### config.mk
export PLATFORM = sky130hd
export DESIGN_NAME = alu_arbiter
export DESIGN_NICKNAME = d
export VERILOG_FILES = /design/src/rtl/alu_arbiter.sv
export SDC_FILE = /design/constraint.sdc
export NUM_CORES = 1
export LEC_CHECK = 0
export CAP_MARGIN = 30
export CORE_MARGIN = 10
export CORE_UTILIZATION = 38
export CTS_CLUSTER_DIAMETER = 40
export DETAILED_ROUTE_END_ITERATION = 8
export PLACE_DENSITY = 0.85
export SLEW_MARGIN = 20
export SYNTH_ARGS = -nofsm -noshare
export SYNTH_HDL_FRONTEND = slang
export SYNTH_SLANG_ARGS = --single-unit
### constraint.sdc
create_clock -name clk -period 2.2 [get_ports clk]
set_input_delay 0.44 -clock clk [delete_from_list [all_inputs] [get_ports clk]]
set_output_delay 0.44 -clock clk [all_outputs]
set_load 0.01 [all_outputs]
### src/rtl/alu_arbiter.sv
`timescale 1ns/1ps
// alu_arbiter: shares one 32-bit ALU between two requesters, holding each response until consumed.
// Define ALU_ARB_FIXED_PRIO_EN for fixed priority (requester 0 wins ties); default is round-robin.
module alu_arbiter #(
    parameter int N_REQ = 2
) (
    input  logic                  clk,
    input  logic                  rst_n,
    input  logic [N_REQ-1:0]      req_valid,
    output logic [N_REQ-1:0]      req_ready,
    input  logic [32*N_REQ-1:0]   req_a,
    input  logic [32*N_REQ-1:0]   req_b,
    input  logic [5*N_REQ-1:0]    req_aluc,
    output logic [N_REQ-1:0]      rsp_valid,
    input  logic [N_REQ-1:0]      rsp_ready,
    output logic [31:0]           rsp_result,
    output logic [3:0]            rsp_flags,
    output logic                  rsp_err,
    output logic [31:0]           alu_a,
    output logic [31:0]           alu_b,
    output logic [4:0]            alu_aluc,
    input  logic [31:0]           alu_result,
    input  logic                  alu_zero,
    input  logic                  alu_carry,
    input  logic                  alu_negative,
    input  logic                  alu_overflow,
    output logic                  busy
);

    localparam logic [1:0] IDLE     = 2'd0;
    localparam logic [1:0] EXEC     = 2'd1;
    localparam logic [1:0] DONE     = 2'd2;
    localparam logic [4:0] ALUC_MAX = 5'b10000;

    logic [1:0]  state;
    logic        owner;
    logic        pend_err;
    logic        consume;
    logic        grant_en;
    logic        grant_id;
    logic        tie_pick;
    logic [31:0] sel_a;
    logic [31:0] sel_b;
    logic [4:0]  sel_aluc;
    logic        sel_illegal;

`ifdef ALU_ARB_FIXED_PRIO_EN
    assign tie_pick = 1'b0;
`else
    // Priority pointer: after a grant to i, the other requester wins the next tie.
    logic ptr;

    always_ff @(posedge clk) begin
        if (!rst_n) begin
            ptr <= 1'b0;
        end else if (grant_en) begin
            ptr <= ~grant_id;
        end
    end

    assign tie_pick = ptr;
`endif

    assign grant_id    = (&req_valid) ? tie_pick : req_valid[1];
    assign consume     = (state == DONE) && rsp_ready[owner];
    assign grant_en    = rst_n && (|req_valid) && ((state == IDLE) || consume);
    assign req_ready   = {grant_en & grant_id, grant_en & ~grant_id};

    assign sel_a       = grant_id ? req_a[63:32]   : req_a[31:0];
    assign sel_b       = grant_id ? req_b[63:32]   : req_b[31:0];
    assign sel_aluc    = grant_id ? req_aluc[9:5]  : req_aluc[4:0];
    assign sel_illegal = sel_aluc > ALUC_MAX;

    assign busy        = (state != IDLE);

    // Illegal opcodes still take the EXEC slot but leave the ALU operands untouched.
    always_ff @(posedge clk) begin
        if (!rst_n) begin
            state      <= IDLE;
            owner      <= 1'b0;
            pend_err   <= 1'b0;
            rsp_valid  <= '0;
            rsp_result <= '0;
            rsp_flags  <= '0;
            rsp_err    <= 1'b0;
            alu_a      <= '0;
            alu_b      <= '0;
            alu_aluc   <= '0;
        end else begin
            case (state)
                IDLE, DONE: begin
                    if (consume) begin
                        rsp_valid <= '0;
                        state     <= IDLE;
                    end
                    if (grant_en) begin
                        state    <= EXEC;
                        owner    <= grant_id;
                        pend_err <= sel_illegal;
                        if (!sel_illegal) begin
                            alu_a    <= sel_a;
                            alu_b    <= sel_b;
                            alu_aluc <= sel_aluc;
                        end
                    end
                end
                EXEC: begin
                    state      <= DONE;
                    rsp_valid  <= {owner, ~owner};
                    rsp_err    <= pend_err;
                    rsp_result <= pend_err ? 32'd0 : alu_result;
                    rsp_flags  <= pend_err ? 4'd0
                                           : {alu_zero, alu_carry, alu_negative, alu_overflow};
                end
                default: begin
                    state <= IDLE;
                end
            endcase
        end
    end

endmodule

==> results of run 1 <==
==> cells by family after synthesis <==
group	share of synthesized area
flip-flops	0.463
AND/OR/NAND/NOR	0.109
multiplexers	0.141
AO/OA/AOI/OAI	0.235
buffers and inverters	0.0507
==> synthesized netlist by cell type (3+ instances only) <==
master | count | area (µm²)
nor2_1 | 43 | 161
buf_2 | 15 | 75.1
and2_1 | 3 | 18.8
nand2_1 | 5 | 18.8
a21oi_1 | 107 | 536
buf_1 | 4 | 15.0
mux2i_1 | 69 | 691
nor3b_1 | 36 | 270
a211oi_1 | 68 | 510
clkbuf_1 | 30 | 113
dfxtp_1 | 113 | 2260
o21ai_0 | 3 | 15.0
buf_4 | 3 | 22.5
==> area by class of cell <==
type / instances / area share
clock buffer: 18 / 0.0491
clock inverter: 13 / 0.0188
inverter: 3 / 0.00143
multi-input combinational: 352 / 0.274
sequential: 113 / 0.259
tap: 172 / 0.0246
timing repair buffer: 320 / 0.373
==> routing by layer <==
metal	global-route usage	vias up	wire (µm)
met5	0	-	0
met1	0.225	2388	7620
li1	-	2487	-
met3	0.0981	15	1950
met4	0.0544	0	232
met2	0.357	231	9370
==> how the worst min path moves through the flow <==
stage / startpoint / to / slack [ns] / cells past startpoint
global route: rsp_err / rsp_err / 0.50 / 2
finish: rsp_err / rsp_err / 0.46 / 2
global placement: rsp_err / rsp_err / 0.45 / 2
detailed placement: rsp_err / rsp_err / 0.46 / 2
floorplan: state[1] / rsp_valid[1] / 0.46 / 1
CTS: rsp_err / rsp_err / 0.46 / 2
==> metrics by stage <==
stage | util | cell area (µm²)
3_3_place_gp | 0.640 | 8080
2_1_floorplan | - | 4880
4_1_cts | 0.689 | 8700
5_1_grt | 0.693 | 8740
6_report | 0.693 | 8740
3_5_place_dp | 0.642 | 8110
==> power breakdown <==
part	switching, mW	internal, mW	leakage, nW
Clock	0.969	1.77	0.274
Sequential	0.0918	2.21	0.926
Combinational	0.646	0.850	2.20
Total	1.71	4.84	3.40
==> worst max-delay path, stage by stage <==
cell	delay [ns]
clkdlybuf4s50_1	0.42
mux2i_2	0.24
nand2_2	0.11
o211ai_2	0.10
nor2_1	0.07
dlygate4sd2_1	0.30
==> flip-flops by register name (all words and copies together), names as in the netlist, 2 cells and up <==
signal / flops
alu_a: 32
alu_b: 32
alu_aluc: 5
rsp_valid: 2
rsp_flags: 4
state: 2
rsp_result: 32
==> timing repair <==
action	in CTS	in global routing
cloned	0	1
setup buffers	0	1
setup endpoints to repair	2	13
hold buffers	0	0
resized for setup	2	7
==> out/qor.txt, run 1 <==
Primary FF master, synth - dfxtp_1
dpl hpwl - 14600 µm
Routed wire per std cell - 19.4 µm
Slew Viols, Final - 0
ys async rst share - 0
Layout fillers - 976
sequential share of the synthesized area - 0.463
post-layout net count - 987
reg-to-reg critical path endpoint - alu_b[31]
clk_skew - 0.00799 ns
Fin Setup TNS - 0 ns
synthesized instance count - 521
Antenna Nets Post-Route - 0
area of the mapped netlist - 0.00488 mm²
clock insertion delay at the later pin of the skew report - 0.40 ns
die span in y - 133 µm
Yosys reg bits - 113
Synth cell types - 31
Reg clk slew, reported paths - 0.05 ns
critical path startpoint - rsp_ready[0]
vias per cell - 5.17
worst vdd ir - 0.488 mV
Post-synth EDFFs - 0
port bufs - 290
# diodes - 0
Core Region - 0.0126 mm²
commonest non-fill, non-tap cell in the layout - clkdlybuf4s50_1
sequential cell area - 0.00226 mm²
smallest hold slack - 0.456 ns
Vias - 5121
HP Class - flop to flop
Reg-to-Reg Start - ptr
Max Cap Viol - 0
IO Count - 291
DRT Wirelength - 19200 µm
Hold Vio Cnt, Final - 0
Max FO, Critical Path - 3
Required @ worst endpoint - 1.76 ns
Avg Synthesized Cell Area - 9.37 µm²
Worst Setup End Kind - output pin
GR Util All Layers - 0.208
routability congestion estimate - 0.811
first-pass GRT wire length - 29800 µm
final setup margin - 0.0807 ns
layout cells sized above 1 - 0.0916
FP Rows - 41
Slew Limit Headroom - 0.636
Setup WS pre-CTS - -0.342 ns
Reg2Reg Depth - 7
Power Dens Cells - 749 mW/mm²
initial DRC count - 250
GRT overflow - 0
Finished Layout Cells - 991
Setup-failing EPs final - 0
CP arrival - 1.68 ns
DRC Markers - 0
leakage - 3.40 nW
CTS tree - built
Critical Path Start Type - input pin
Max Freq - 472 MHz
multi-input logic area - 0.00240 mm²
DR pass1 iterations - 5
vias in the first global route - 5481
H-tree Lvls - 4
die span in x - 133 µm
cts bufs inserted - 17
final worst path period share - 0.963
TritonCTS Sinks - 113
Layout area overhead - 79.0%
root buffer cell - clkbuf_16
yosys warns - 0
Mapped Nets - 701
reg-to-reg slack, setup - 0.31 ns
CP Capture Point - req_ready[0]
initial cell density of the core - 0.387
Total Power - 6.54 mW
largest net degree at the start of global routing - 68
RSZ-0062 raised after global routing - no
dpl cells - 958
status - finished clean
Final min period - 2.12 ns
CTS Buffer Depth - 2
commonest cells after routing, fill and taps aside - 288 x clkdlybuf4s50_1, 112 x dfxtp_1, 107 x a21oi_1
die area - 0.0178 mm²
critical path type - input pin to output pin
initial antenna violation count - 0
Worst Max-Slew Pin Slew - 0.546 ns
(Power assumes the default switching activity.)
==> inputs of run 2 (changes only) <==
- MAX_ROUTING_LAYER: unset -> met4
==> run 2 against run 1 <==
Via count is 0.27% higher. Critical path depth stayed put. Critical path type unchanged. Global-route usage is 0.58 points higher.
==> out/qor.txt, run 2 (same netlist as run 1, synthesis figures left out) <==
status - finished clean
TritonCTS Sinks - 113 (unchanged)
DR pass1 iterations - 4 (-1)
vias per cell - 5.18 (+0.27%)
# diodes - 0 (unchanged)
final setup margin - 0.0787 ns (-0.00204 ns)
port bufs - 290 (unchanged)
Vias - 5135 (+0.27%)
Core Region - 0.0126 mm² (unchanged)
Fin Setup TNS - 0 ns (unchanged)
critical-path cell list - clkdlybuf4s50_1 -> mux2i_2 -> nand2_2 -> o211ai_2 -> nor2_1 -> dlygate4sd2_1
Antenna Nets Post-Route - 0 (unchanged)
worst vdd ir - 0.488 mV (about the same)
die span in y - 133 µm (unchanged)
root buffer cell - clkbuf_16
post-layout net count - 987 (unchanged)
die area - 0.0178 mm² (unchanged)
clock insertion delay at the later pin of the skew report - 0.40 ns (about the same)
Setup-failing EPs final - 0 (unchanged)
CP arrival - 1.68 ns (about the same)
Layout area overhead - 79.0% (unchanged)
initial DRC count - 230 (-8.0%)
H-tree Lvls - 4 (unchanged)
largest net degree at the start of global routing - 68 (unchanged)
Top delay family on crit path - buffers and inverters
cts bufs inserted - 17 (unchanged)
die span in x - 133 µm (unchanged)
Final min period - 2.12 ns (+0.00204 ns)
DRT Wirelength - 19200 µm (+0.20%)
DRC Markers - 0 (unchanged)
IO Count - 291 (unchanged)
clk_skew - 0.00887 ns (+0.000890 ns)
Slew Viols, Final - 0 (unchanged)
GR Util All Layers - 0.214 (+0.00575)
CTS tree - built
commonest non-fill, non-tap cell in the layout - clkdlybuf4s50_1
initial antenna violation count - 0 (unchanged)
GRT overflow - 0 (unchanged)
Critical Path Start Type - input pin
Required @ worst endpoint - 1.76 ns (about the same)
Worst Setup End Kind - output pin
routability congestion estimate - 0.823 (+1.5%)
Hold-fix buffers, CTS - 0 (unchanged)
commonest cells after routing, fill and taps aside - 288 x clkdlybuf4s50_1, 112 x dfxtp_1, 107 x a21oi_1
critical path type - input pin to output pin
Total Power - 6.55 mW (about the same)
CTS Buffer Depth - 2 (unchanged)
leakage - 3.40 nW (unchanged)
Routed wire per std cell - 19.4 µm (+0.20%)
Max Cap Viol - 0 (unchanged)
final worst path period share - 0.964 (about the same)
dpl hpwl - 14600 µm (unchanged)
Max Freq - 471 MHz (about the same)
Worst Max-Slew Pin Slew - 0.544 ns (-0.00224 ns)
Reg clk slew, reported paths - 0.05 ns (about the same)
Top Registers - alu_a (32), alu_b (32), rsp_result (32)
Crit-path slowest cell - clkdlybuf4s50_1
WP buf/inv - 2 (unchanged)
Max FO, Critical Path - 3 (unchanged)
Setup WS pre-CTS - -0.342 ns (unchanged)
layout cells sized above 1 - 0.0916 (unchanged)
initial cell density of the core - 0.387 (unchanged)
Hold Vio Cnt, Final - 0 (unchanged)
first-pass GRT wire length - 29700 µm (-0.30%)
RSZ-0062 raised after global routing - no
HP Class - flop to flop
CP peak stage delay - 0.42 ns (about the same)
FP Rows - 41 (unchanged)
vias in the first global route - 5501 (+0.36%)
Power Dens Cells - 749 mW/mm² (about the same)
Slew Limit Headroom - 0.637 (+0.00150)
[run 2: cell counts in the layout (fill, tap and decap cells not counted)]
Identical to the previous run, type by type.
[run 2: final timing paths]
check	startpoint	to	slack (ns)	cells past startpoint
setup / recovery	rsp_ready[0]	req_ready[0]	0.08	6
hold / removal	rsp_err	rsp_err	0.46	2
setup reg to reg	ptr	alu_b[31]	0.32	7
hold reg to reg	rsp_err	rsp_err	0.46	2
[run 2: cell type report]
class                      instances  area (µm²)
clock inverter                    13         164
tap                              172         215
timing repair buffer             320        3260
fill                             976        3880
multi-input combinational        352        2400
sequential                       113        2260
clock buffer                      18         429
inverter                           3        12.5
[run 2: repair_timing]
item,4_1_cts,5_1_grt
setup endpoints to repair,2,13
buffers inserted,0,1
endpoints found under the hold margin,0,0
resized for setup,2,7
cloned,0,1
[run 2: routing by layer]
layer  track usage  routed length (µm)  vias to the layer above
li1              -                   -                     2493
met1         0.232                7890                     2378
met2         0.357                9280                      243
met3        0.0868                1780                       21
met4        0.0544                 266                        0
met5             -                   0                        -
[run 2: power breakdown]
group          leakage, nW  switching, mW  internal (mW)
clock network        0.274          0.973           1.77
registers            0.926         0.0918           2.21
logic                 2.20          0.645          0.850
[run 2: stage by stage]
stage                     cell area, µm²   util  cells  hold WS (ns)
after global placement              8080  0.640    957         0.452
after global routing                8740  0.693    991         0.498
after detailed placement            8110  0.642    958         0.456
after CTS                           8700  0.689    989         0.464
after floorplan                     4880      -    521         0.461
final                               8740  0.693    991         0.456
[run 2: worst register-to-register path, cell delays in order, from the launching register on]
cell	delay (ns)
dfxtp_1	0.30
nand2b_1	0.15
buf_4	0.16
and3_1	0.23
o221ai_4	0.29
and2_2	0.30
buf_12	0.19
a211oi_1	0.10
==> inputs of run 3 (changes only) <==
- CAP_MARGIN: 30 -> unset
- CORE_UTILIZATION: 38 -> 34
- PLACE_DENSITY: 0.85 -> 0.81
- clock period: 2.2 -> 1.8 ns (I/O delays scaled with it)
==> run 3 against run 2 <==
First-iteration DRC count down 27%. Clock power rose by 24%. Via count up 1.0%. Hold slack got worse by 0.096 ns. Highest routed layer unchanged. Largest cell class unchanged.
==> out/qor.txt, run 3 (same netlist as run 1, synthesis figures left out) <==
Layout area overhead - 88.6%
CTS tree - built
vias per cell - 5.05 (-2.5%)
Setup-failing EPs final - 0 (unchanged)
Reg-to-Reg Start - ptr
clock insertion delay at the later pin of the skew report - 0.41 ns (about the same)
layout cells sized above 1 - 0.150 (+0.0585)
Routed wire per std cell - 19.2 µm (-0.89%)
HP Class - input pin to flop
Setup WS pre-CTS - -0.626 ns (-0.284 ns)
Reg clk slew, reported paths - 0.05 ns (about the same)
first-pass GRT wire length - 29800 µm (+0.28%)
commonest cells after routing, fill and taps aside - 281 x clkdlybuf4s50_1, 111 x dfxtp_1, 106 x a21oi_1
dpl hpwl - 14400 µm (-1.3%)
Hold-fix buffers, CTS - 0 (unchanged)
TritonCTS Sinks - 113 (unchanged)
final worst path period share - 0.988
Max Cap Viol - 0 (unchanged)
Power Dens Cells - 895 mW/mm² (+19%)
DRC Markers - 0 (unchanged)
largest net degree at the start of global routing - 58 (-15%)
routability congestion estimate - 0.810 (-1.5%)
critical path startpoint - req_aluc[5]
initial antenna violation count - 1 (+1)
root buffer cell - clkbuf_16
die span in x - 140 µm (+4.9%)
Worst Max-Slew Pin Slew - 0.611 ns (+0.0669 ns)
Slew Limit Headroom - 0.593 (-0.0446)
critical-path cell list - clkdlybuf4s50_1 -> nor4_2 -> buf_4 -> nand3_2 -> o221ai_4 -> and2_4 -> clkbuf_16 -> a211oi_2
H-tree Lvls - 4 (unchanged)
Max FO, Critical Path - 8 (+5)
DR pass1 iterations - 4 (unchanged)
RSZ-0062 raised after global routing - yes
Final min period - 1.78 ns
Max Freq - 562 MHz
GR Util All Layers - 0.194 (-0.0192)
FP Rows - 43 (+4.9%)
Required @ worst endpoint - 2.07 ns (+0.31 ns)
Worst Setup End Kind - flop
smallest hold slack - 0.360 ns (-0.0962 ns)
vias in the first global route - 5387 (-2.1%)
GRT overflow - 0 (unchanged)
Hold Vio Cnt, Final - 0 (unchanged)
critical path type - input pin to flop
reg-to-reg slack, setup - 0.02 ns (-0.30 ns)
sequential cell area - 0.00227 mm² (+0.17%)
dpl cells - 981 (+2.4%)
worst vdd ir - 0.627 mV (+29%)
final setup margin - 0.0214 ns (-0.0572 ns)
Core Region - 0.0140 mm² (+11%)
cts bufs inserted - 17 (unchanged)
Vias - 5188 (+1.0%)
Top Registers - alu_a (32), alu_b (32), rsp_result (32)
leakage - 3.63 nW (+6.9%)
Finished Layout Cells - 1027 (+3.6%)
initial cell density of the core - 0.349 (-0.0379)
CTS Buffer Depth - 2 (unchanged)
DRT Wirelength - 19700 µm (+2.7%)
initial DRC count - 167 (-27%)
Antenna Nets Post-Route - 0 (unchanged)
WP buf/inv - 3 (+1)
Critical Path Start Type - input pin
CP arrival - 2.04 ns (+0.36 ns)
clk_skew - 0.00586 ns (-0.00301 ns)
die span in y - 140 µm (+4.9%)
post-layout net count - 1013 (+2.6%)
commonest non-fill, non-tap cell in the layout - clkdlybuf4s50_1
Layout fillers - 1143 (+17%)
IO Count - 291 (unchanged)
Top delay family on crit path - buffers and inverters
Worst Hold Launch - rst_n
CP peak stage delay - 0.44 ns (+0.02 ns)
status - finished clean
fin util - 0.658 (-0.0341)
multi-input logic area - 0.00252 mm² (+5.3%)
die area - 0.0196 mm² (+10%)
Slew Viols, Final - 0 (unchanged)
Crit-path slowest cell - clkdlybuf4s50_1
port bufs - 290 (unchanged)
run 3: changes by cell type in the layout (fill, tap and decap cells not counted), sizes merged:
cell           previous run  this run
clkinv                    5         3
dlymetal6s2s              0         2
clkdlybuf4s50           288       281
buf                      29        55
diode                     0         1
clkbuf                   20        28
clkinvlp                  5         4
bufinv                    3         2
dlygate4sd2               1         4
inv                       3         2
run 3: worst register-to-register path: cells and delay by family (launching register included):
family / cells / cell delay [ns]
buffers and inverters: 2 / 0.34
flip-flops: 1 / 0.32
AND/OR/NAND/NOR: 3 / 0.65
AO/OA/AOI/OAI: 2 / 0.33
run 3: path summary, 6_finish.rpt:
path	end	cells after the start
setup / recovery	alu_a[3]	8
hold / removal	pend_err	3
setup reg to reg	alu_a[3]	7
hold reg to reg	rsp_err	2
run 3: cell type report:
class	count	share of cell area
clock inverters	8	0.0109
clock buffers	24	0.0556
diodes	1	0.000272
multi-input cells	352	0.274
repair buffers	346	0.387
inverters	3	0.00136
flip-flops and latches	113	0.246
well taps	180	0.0245
run 3: metal layers:
layer,GRT usage,share of wire,vias to the layer above
li1,-,-,2544
met5,-,0,-
met2,0.322,0.50,225
met3,0.0813,0.088,22
met1,0.208,0.40,2397
met4,0.0598,0.014,0
run 3: power breakdown:
part           internal, mW  total [mW]  switching (mW)
sequential             2.70        2.81           0.110
clock                  2.25        3.42            1.17
combinational          1.16        2.00           0.849
run 3: stage by stage:
step,power [mW],setup TNS (ns),instance area [µm²]
6_report,8.24,0,9210
3_5_place_dp,4.70,-52.56,8180
2_1_floorplan,3.63,0,4890
3_3_place_gp,4.67,-48.77,8180
5_1_grt,8.59,-1.41,9210
4_1_cts,8.22,-0.0502,8970
run 3: what timing repair did:
item | CTS | global route
gates cloned | 3 | 3
setup endpoints to repair | 98 | 73
resized for setup | 35 | 37
pin swaps | 15 | 14
buffers inserted | 4 | 4
